[src/rtl/uart_tx_fifo.sv]
// uart_tx_fifo
//   Byte FIFO feeding an 8N1 UART serializer (LSB first) on the SOC I/O bus.
//   The processor writes bytes with a one-cycle strobe; the serializer drains
//   the FIFO and sends frames back to back while data is available.
//
// Parameters
//   BAUD_DIV  clock cycles per serial bit (>= 2)
//   DEPTH     FIFO entries (power of two, >= 2)
//
// Ports
//   CLK        system clock, rising edge
//   RESET      asynchronous active-high reset
//   wr_en      single-cycle write strobe
//   wr_data    byte to enqueue, sampled with wr_en
//   clr_ovf    clears the sticky overflow flag
//   TX         serial line, idles high, driven from a register
//   busy       frame in flight or FIFO non-empty
//   full       FIFO occupancy equals DEPTH
//   level      FIFO occupancy
//   overflow   sticky: a write was dropped because the FIFO was full
//   state_dbg  current serializer state (IDLE=0, START=1, DATA=2, STOP=3)
//
// Handshake: there is no back-pressure on the write port. A write is taken
// on any rising edge where wr_en=1 and full=0; a write seen while full=1 is
// discarded and recorded in overflow. full is the pre-edge value, so a pop
// in the same cycle does not make room for that write.
module uart_tx_fifo #(
  parameter int BAUD_DIV = 16,
  parameter int DEPTH    = 4
) (
  input  logic                       CLK,
  input  logic                       RESET,
  input  logic                       wr_en,
  input  logic [7:0]                 wr_data,
  input  logic                       clr_ovf,
  output logic                       TX,
  output logic                       busy,
  output logic                       full,
  output logic [$clog2(DEPTH):0]     level,
  output logic                       overflow,
  output logic [1:0]                 state_dbg
);

  localparam int PW = $clog2(DEPTH);
  localparam int LW = PW + 1;
  localparam int BW = $clog2(BAUD_DIV);
  localparam logic [BW-1:0] BAUD_LAST = BW'(BAUD_DIV - 1);

  typedef enum logic [1:0] {
    IDLE  = 2'd0,
    START = 2'd1,
    DATA  = 2'd2,
    STOP  = 2'd3
  } state_t;

  // FIFO storage and bookkeeping
  logic [7:0]    mem [DEPTH];
  logic [PW-1:0] wr_ptr, rd_ptr;
  logic [LW-1:0] count;
  logic          push, pop;

  // Serializer state
  state_t        state, state_n;
  logic [BW-1:0] baud_cnt, baud_cnt_n;
  logic [2:0]    bit_idx, bit_idx_n;
  logic [7:0]    shift, shift_n;
  logic          tx_q, tx_n;
  logic          bit_last;

  assign full      = (count == LW'(DEPTH));
  assign push      = wr_en && !full;
  assign level     = count;
  assign busy      = (state != IDLE) || (count != '0);
  assign TX        = tx_q;
  assign state_dbg = state;
  assign bit_last  = (baud_cnt == BAUD_LAST);

  // FIFO write side: storage is not reset, only the pointers are.
  always_ff @(posedge CLK) begin
    if (push) mem[wr_ptr] <= wr_data;
  end

  always_ff @(posedge CLK or posedge RESET) begin
    if (RESET) begin
      wr_ptr   <= '0;
      rd_ptr   <= '0;
      count    <= '0;
      overflow <= 1'b0;
    end else begin
      if (push) wr_ptr <= wr_ptr + 1'b1;
      if (pop)  rd_ptr <= rd_ptr + 1'b1;
      case ({push, pop})
        2'b10:   count <= count + 1'b1;
        2'b01:   count <= count - 1'b1;
        default: count <= count;
      endcase
      // A dropped write in the same cycle as a clear keeps the flag set.
      if (wr_en && full) overflow <= 1'b1;
      else if (clr_ovf)  overflow <= 1'b0;
    end
  end

  // Serializer registers. tx_q reset high so the line goes idle the moment
  // RESET asserts, even mid-frame.
  always_ff @(posedge CLK or posedge RESET) begin
    if (RESET) begin
      state    <= IDLE;
      baud_cnt <= '0;
      bit_idx  <= '0;
      shift    <= '0;
      tx_q     <= 1'b1;
    end else begin
      state    <= state_n;
      baud_cnt <= baud_cnt_n;
      bit_idx  <= bit_idx_n;
      shift    <= shift_n;
      tx_q     <= tx_n;
    end
  end

  // Next-state logic. tx_n is the line value for the state being entered,
  // so TX changes on the same edge as the state it belongs to.
  always_comb begin
    state_n    = state;
    baud_cnt_n = baud_cnt;
    bit_idx_n  = bit_idx;
    shift_n    = shift;
    tx_n       = tx_q;
    pop        = 1'b0;

    case (state)
      IDLE: begin
        tx_n = 1'b1;
        if (count != '0) begin
          pop        = 1'b1;
          shift_n    = mem[rd_ptr];
          state_n    = START;
          baud_cnt_n = '0;
          tx_n       = 1'b0;
        end
      end

      START: begin
        if (bit_last) begin
          state_n    = DATA;
          baud_cnt_n = '0;
          bit_idx_n  = '0;
          tx_n       = shift[0];
        end else begin
          baud_cnt_n = baud_cnt + 1'b1;
          tx_n       = 1'b0;
        end
      end

      DATA: begin
        if (bit_last) begin
          baud_cnt_n = '0;
          shift_n    = {1'b0, shift[7:1]};
          if (bit_idx == 3'd7) begin
            state_n = STOP;
            tx_n    = 1'b1;
          end else begin
            bit_idx_n = bit_idx + 1'b1;
            tx_n      = shift[1];
          end
        end else begin
          baud_cnt_n = baud_cnt + 1'b1;
          tx_n       = shift[0];
        end
      end

      STOP: begin
        if (bit_last) begin
          baud_cnt_n = '0;
          if (count != '0) begin
            // Chain straight into the next start bit, no idle gap.
            pop     = 1'b1;
            shift_n = mem[rd_ptr];
            state_n = START;
            tx_n    = 1'b0;
          end else begin
            state_n = IDLE;
            tx_n    = 1'b1;
          end
        end else begin
          baud_cnt_n = baud_cnt + 1'b1;
          tx_n       = 1'b1;
        end
      end

      default: begin
        state_n    = IDLE;
        baud_cnt_n = '0;
        tx_n       = 1'b1;
      end
    endcase
  end

endmodule

[config.mk]
export PLATFORM = sky130hd
export DESIGN_NAME = uart_tx_fifo
export DESIGN_NICKNAME = d
export VERILOG_FILES = /design/src/rtl/uart_tx_fifo.sv
export SDC_FILE = /design/constraint.sdc
export NUM_CORES = 1
export LEC_CHECK = 0
export CAP_MARGIN = 40
export CORE_MARGIN = 3
export CORE_UTILIZATION = 41
export CTS_CLUSTER_DIAMETER = 100
export DETAILED_ROUTE_END_ITERATION = 10
export PLACE_DENSITY_LB_ADDON = 0.08
export SYNTH_ARGS = -nofsm -noshare
export SYNTH_HDL_FRONTEND = slang
export SYNTH_SLANG_ARGS = --single-unit
[constraint.sdc]
create_clock -name CLK -period 4.2 [get_ports CLK]
set_input_delay 0.42 -clock CLK [delete_from_list [all_inputs] [get_ports CLK]]
set_output_delay 0.42 -clock CLK [all_outputs]
set_load 0.02 [all_outputs]
After elaboration in Yosys (flattened, before gate mapping) --
Memories as Yosys holds them, arrays and structs flattened. Cells that the tools add are included.
Operators by class: add/subtract/negate cells 6, equal/unequal tests 14, muxes and demuxes 32, reductions and logical operators 15
Operator list (count):
- 2-to-1 mux 8 bit | 3
- case mux 8 bit (3 select lines) | 1
- 2-to-1 mux 1 bit | 12
- != test 2 bit, second input constant | 6
- case mux 3 bit (2 select lines) | 2
- 2-to-1 mux 2 bit | 5
- 2-to-1 mux 3 bit | 3
- 2-to-1 mux 4 bit | 2
- case mux 2 bit (4 select lines) | 1
- case mux 4 bit (2 select lines) | 1
- nonzero test 2 bit | 4
- adder 3 x 1 -> 3 bit, second input constant | 2
- equality test 2 bit, second input constant | 3
- equality test 3 bit, second input constant | 2
- nonzero test 3 bit | 2
- AND reduction 5 bit | 1
- adder 2 x 1 -> 2 bit, second input constant | 2
- adder 4 x 1 -> 4 bit, second input constant | 1
- equality test 2 x 1 -> 1 bit, second input constant | 2
- equality test 4 bit, second input constant | 1
- case mux 1 bit (4 select lines) | 1
- AND reduction 4 bit | 1
- AND reduction 3 bit | 1
- OR reduction 3 bit | 1
- 6 further kinds | 7
Word-level totals: register bits after elaboration 26, memory bits (writable) 32, output and inout port bits 9, word-level logic and storage cells 77, memories 1
Memory list:
- mem | words 4, bits a word 8, read ports 1, clocked after Yosys merged registers in 0, write ports 1, RTL line 57 | logic [7:0] mem [DEPTH];

Longest topological paths before layout --
Gate-level depths: netlist of run 1.
depth in word-level cells 6, gate-level depth with buffers 10, mapped depth without buffers 10

Least setup slack after synthesis of run 1 --
OpenSTA, ideal clock, no wires.
path type register -> register, start register state[0] (netlist: state_dbg[0]), end register count[2] (netlist: level[2]), library setup time 80 ps, arrival 2283 ps, data required time 4120 ps, slack 1837 ps, stages on the path, launching flop included 10, buffers on the path 0, clock period less this slack 2363 ps, path through dfrtp_1 -> inv_1 -> ha_1 -> nor3_1 -> ha_1 -> inv_1 -> fa_1 -> xor2_1 -> nor2_1 -> xor2_1
On the way: longest elaborated chain between the ends 4
Ends and longest elaborated chain:
- from (decl) | RTL line 63 | state_t state, state_n;
- from (signal assigned) | RTL line 113 | state <= state_n;
- equality test 2 bit / logical NOT 2 bit (equally long branches) | RTL line 131 | case (state)
- case mux 1 bit (2 select lines) * | RTL line 131
- net pop | RTL line 60 | logic push, pop;
- equality test 2 x 1 -> 1 bit / equality test 2 bit (equally long branches) | RTL line 92 | case ({push, pop})
- case mux 3 bit (2 select lines) / nonzero test 2 bit (equally long branches)
- to (signal assigned) | RTL line 93 | 2'b10: count <= count + 1'b1;
- to (signal assigned) | RTL line 94 | 2'b01: count <= count - 1'b1;
- to (signal assigned) | RTL line 95 | default: count <= count;
- to (decl) | RTL line 59 | logic [LW-1:0] count;
The timed path passes the listed nets; every way through them passes the cells marked *. A chain may end at the register's enable or synchronous reset.

Worst setup path after layout of run 1 --
Ends and elaborated chain as after synthesis.

==> flow_summary.yaml, run 1 <==
run_status:
  status: "finished clean"
clocking:
  postCtsSetupRepairBufs: 0
  clockRootBuffer: "clkbuf_8"
  cts_buffers: 9
  cts_max_level: 3
  insertion_delay_ns: 0.33
  hold_buffers: 0
  cts.path.max_buffers: 2
  cts.clk_slew.worst_paths_ns: 0.07
  clock_sinks: 58
  cts_tree: "built"
  ctsResizeCount: 0
placement:
  routabilityCongestion: 0.714
  dpl.hpwl_um: 3290
  pre_cts_ws_ns: 1.65
  placed_area_um2: 2950
  port_buffers: 20
die:
  chipHeight_um: 86.5
  placementRows: 28
  dieWidth_um: 86.5
  io_pins: 21
  start_util: 0.436
  dieArea_um2: 7480
  fp.coreArea_um2: 6100
finish:
  layout.nets: 239
  drive_above_1_share: 0.156
  final_common_cell: "edfxtp_1"
  antenna_cells: 0
  layout-area-overhead-vs-synth_pct: 19.5
  mostFrequentLayoutCells: "edfxtp_1 (32), dfrtp_1 (25), clkdlybuf4s50_1 (20)"
  fill_cells: 525
  final_area_um2: 3170
  multi_input_area_um2: 961
  register_area_um2: 1610
power_and_ir_drop:
  irDropWorstVdd_v: 0.000372
  total_power_mw: 2.43
  p_leak_nw: 1.26
  p_per_area_nw_per_um2: 765
timing:
  worst_slew_pin_slew_ns: 0.741
  period_share: 0.612
  setup_viol: 0
  rsz0062_at_grt: "false"
  hold_viol_final: 0
  relSlewSlack: 0.506
  layout_setup_ws_ns: 1.63
  finClkSkew_ns: 0.00917
  slew_violations: 0
  fmax_ghz: 0.389
  period_minus_slack_ns: 2.57
  setup_tns_ns: 0
route:
  wire_per_inst_um: 16.0
  ant_nets: 0
  via_per_inst: 5.27
  drt_wl_total_um: 4690
  drt_iter0_markers: 42
  drcViolationCount: 0
  dr.pass1.iters: 4
  vias: 1544
synth:
  ys_warn_count: 0
  synth_area_um2: 2660
  synth.distinct_cells: 38
  synth_cells: 186
  synth_top_area_frac: 0.362
  synthFlopType: "edfxtp_1"
  synth_edf_count: 32
  async_reset_ff_frac: 0.448
  synth.ff_latch_count: 58
  avgSynthCellArea_um2: 14.3
  ys_seq_area_frac: 0.607
  synth.largest_area_cell: "edfxtp_1"
  syn_nets: 212
  synth_area_leaders: "edfxtp_1 (36%), dfrtp_1 (24%), mux4_2 (6.8%)"
global_routing:
  globalRouteOverflowTotal: 0
  grt_pass1_vias: 1615
  antenna_found_initial: 0
  grt_start_max_net_pins: 22
  grt_pass1_wl_um: 7730
  grt_usage: 0.139
setup_path:
  crit_required_ns: 4.44
  rr_startpoint: "state_dbg[0]"
  slowest_delay_ns: 0.45
  reg2reg_slack_ns: 1.63
  start_kind: "flop"
  critical_path.endpoint: "level[2]"
  endpoint_kind: "flop"
  crit_chain: "inv_1, ha_1, nor3_1, ha_1, inv_1, fa_1, xor2_1, nor2_1, xor2_1"
  critPathLaunch: "state_dbg[0]"
  worstRegToRegCells: 9
  crit_type: "flop to flop"
  r2r-end: "level[2]"
  worstPathArrival_ns: 2.81
  cp_slowest_cell: "nor3_1"
  crit_fanout: 5
hold_path:
  hp-class: "input port to async pin"
run:
  cap_violations: 0
-- worst max-delay path, delay by kind of cell, from the launching register on --
| family | cells | cell delay [ns] |
|---|---|---|
| buf+inv | 2 | 0.18 |
| flops | 1 | 0.42 |
| xor+xnor | 2 | 0.33 |
| fa+ha+maj | 3 | 0.98 |
| simple gates | 2 | 0.58 |
-- state kept, by name, indices dropped and copies added, names as in the netlist --
| name | count |
|---|---|
| TX | 1 |
| baud_cnt | 4 |
| bit_idx | 3 |
| level | 3 |
| mem | 32 |
| overflow | 1 |
| rd_ptr | 2 |
| shift | 8 |
| state_dbg | 2 |
| wr_ptr | 2 |
-- worst min path at each step --
stage	start	to	slack, ns
6_report	RESET	wr_ptr[1]	0.34
5_1_grt	RESET	wr_ptr[1]	0.36
4_1_cts	RESET	wr_ptr[1]	0.34
3_5_place_dp	overflow	overflow	0.50
3_3_place_gp	overflow	overflow	0.49
2_1_floorplan	RESET	baud_cnt[0]	0.46
-- cell usage after synthesis (all sizes together) (4+ instances only) --
master,number
edfxtp,32
dfrtp,25
inv,14
ha,13
nor2,13
o21ai,10
a21oi,8
mux2i,8
mux4,8
nand2,7
a22o,6
and2,4
-- power breakdown --
group / switching [mW] / total [mW] / leakage, nW / internal [mW]
sequential: 0.161 / 0.954 / 0.606 / 0.793
clock: 0.237 / 0.575 / 0.106 / 0.338
combinational: 0.464 / 0.898 / 0.545 / 0.435
total: 0.862 / 2.43 / 1.26 / 1.56
-- layer usage --
metal  wire, um  global-route usage  share of wire
met1       2100               0.171           0.45
met3        132              0.0314          0.028
met5          0                   0              0
met4        105              0.0765          0.022
met2       2350               0.226           0.50
-- logic make-up after synthesis --
family / after synthesis / share of synthesized area
DFF: 58 / 0.607
buffers and inverters: 19 / 0.0306
xor gates and xnor gates: 6 / 0.0198
adders and majority gates: 14 / 0.0688
AOI/OAI and AO/OA: 33 / 0.0867
and+or+nand+nor: 37 / 0.0759
muxes: 19 / 0.111
-- through the flow --
| stage | hold WS, ns | util | std cells |
|---|---|---|---|
| 2_1_floorplan | 0.459 | - | 186 |
| 3_3_place_gp | 0.491 | 0.479 | 276 |
| 3_5_place_dp | 0.504 | 0.484 | 277 |
| 4_1_cts | 0.338 | 0.521 | 293 |
| 5_1_grt | 0.360 | 0.521 | 293 |
| 6_report | 0.340 | 0.521 | 293 |
-- layout make-up --
class / instances / share of cell area
Clock buffer: 9 / 0.0390
Clock inverter: 7 / 0.0319
Inverter: 14 / 0.0166
Multi-Input combinational cell: 109 / 0.303
Sequential cell: 58 / 0.508
Tap cell: 75 / 0.0296
Timing Repair Buffer: 21 / 0.0718
No activity file was read; power rests on OpenSTA's default activity.
==> run 2, diff against run 1 <==
Clock period 4.2 ns to 2.12 ns, I/O delays scaled along.
==> run 2 against run 1 <==
Global-route usage rose by 0.86 points. Combinational power rose by 140%. Largest cell class unchanged. Cell area rose by 4.4%. Highest routed layer unchanged. Largest power group is now combinational logic. Critical endpoint unchanged.
==> flow_summary.yaml, run 2 (synthesized netlist as in run 1, its figures left out) <==
run_status:
  status: "finished clean"
finish:
  antenna_cells: 0
  regMostFlops: "mem"
  fin_cells: 309
  layout.nets: 255
  final_common_cell: "edfxtp_1"
  drive_above_1_share: 0.256
  fill_cells: 533
  layout-area-overhead-vs-synth_pct: 24.8
  mostFrequentLayoutCells: "edfxtp_1 (32), dfrtp_1 (23), clkdlybuf4s50_1 (19)"
  largest_reg_flops: 32
  reg_top3: "mem (32), shift (8), baud_cnt (4)"
die:
  fp.coreArea_um2: 6100
  dieArea_um2: 7480
  io_pins: 21
  start_util: 0.436
  placementRows: 28
  chipHeight_um: 86.5
  dieWidth_um: 86.5
clocking:
  clockRootBuffer: "clkbuf_8"
  cts_buffers: 9
  cts.clk_slew.worst_paths_ns: 0.06
  hold_buffers: 0
  cts_tree: "built"
  cts_max_level: 3
  insertion_delay_ns: 0.33
  clock_sinks: 58
  cts.path.max_buffers: 2
route:
  drcViolationCount: 0
  vias: 1626
  dr.pass1.iters: 4
  drt_iter0_markers: 54
  drt_wl_total_um: 4970
  wire_per_inst_um: 16.1
  via_per_inst: 5.26
  ant_nets: 0
power_and_ir_drop:
  p_leak_nw: 1.31
  total_power_mw: 4.97
  irDropWorstVdd_v: 0.000814
  p_per_area_nw_per_um2: 1500
hold_path:
  hp-class: "input port to async pin"
setup_path:
  worstPathArrival_ns: 2.31
  crit_fanout: 5
  crit_required_ns: 2.37
  endpoint_kind: "flop"
  rr_startpoint: "state_dbg[0]"
  start_kind: "flop"
  reg2reg_slack_ns: 0.06
  worstRegToRegCells: 9
  r2r-end: "level[2]"
  crit_type: "flop to flop"
timing:
  period_share: 0.971
  slew_violations: 0
  worst_slew_pin_slew_ns: 0.503
  relSlewSlack: 0.662
  rsz0062_at_grt: "true"
  hold_viol_final: 0
  period_minus_slack_ns: 2.06
  setup_viol: 0
  fmax_ghz: 0.486
  setup_tns_ns: 0
  finClkSkew_ns: 0.00614
global_routing:
  globalRouteOverflowTotal: 0
  grt_start_max_net_pins: 27
  antenna_found_initial: 0
  grt_pass1_vias: 1688
  grt_pass1_wl_um: 8300
  grt_usage: 0.147
placement:
  routabilityCongestion: 0.802
  dpl.hpwl_um: 3440
  dp_cells: 286
  port_buffers: 20
run:
  cap_violations: 0
run 2: changes by cell type in the layout (fill, tap and decap cells not counted), sizes merged:
cell	delta
buf	+16
bufinv	-1
clkbuf	+1
clkdlybuf4s50	-1
clkinv	+1
dlygate4sd2	+1
inv	-1
run 2: metal layers:
layer  share of wire  track usage  routed length [um]  vias up
met5               0            0                   0        -
met4           0.022       0.0765                 110        0
met3           0.033       0.0352                 166       11
met2            0.51        0.236                2510       30
met1            0.44        0.187                2180      808
li1                -            -                   -      777
run 2: critical path, cell delays in order, from the launching register on:
cell,delay (ns)
dfrtp_2,0.44
ha_4,0.18
a41oi_4,0.13
nor3_4,0.23
ha_2,0.22
inv_2,0.04
fa_2,0.33
xor2_1,0.14
nor2_1,0.11
xor2_1,0.15
run 2: final cells by class:
cell class,count,area (um2),share of cell area
multi-input combinational,109,1030,0.312
sequential,58,1620,0.488
timing repair buffer,37,327,0.0986
inverter,14,57.6,0.0174
clock buffer,10,128,0.0385
clock inverter,6,57.6,0.0174
tap,75,93.8,0.0283
run 2: per-stage QoR:
| step | hold WS, ns | cell area [um2] | util | setup WS [ns] |
|---|---|---|---|---|
| 2_1_floorplan | 0.251 | 2690 | - | 0.0177 |
| 3_3_place_gp | 0.493 | 3030 | 0.498 | 0.0681 |
| 3_5_place_dp | 0.500 | 3030 | 0.498 | -0.0216 |
| 4_1_cts | 0.252 | 3220 | 0.529 | 0.00340 |
| 5_1_grt | 0.268 | 3310 | 0.544 | -0.0606 |
| 6_report | 0.253 | 3310 | 0.544 | 0.0618 |
run 2: what timing repair did:
action                     CTS  global route
cloned                       0             0
pin swaps                    1             5
setup endpoints to repair    2             1
gates resized for setup      2             7
setup buffers                0             7
run 2: power breakdown:
part	internal, mW	switching [mW]	total [mW]
Sequential	1.58	0.280	1.86
Clock	0.532	0.424	0.957
Combinational	1.09	1.07	2.16
run 2: worst max-delay path by stage:
stage,start,endpoint,cells past startpoint
final,state_dbg[0],level[2],9
after floorplan,level[1],level[2],10
after detailed placement,state_dbg[0],level[2],10
after global placement,state_dbg[0],level[2],10
after CTS,state_dbg[0],level[2],9
after global routing,state_dbg[1],level[2],9
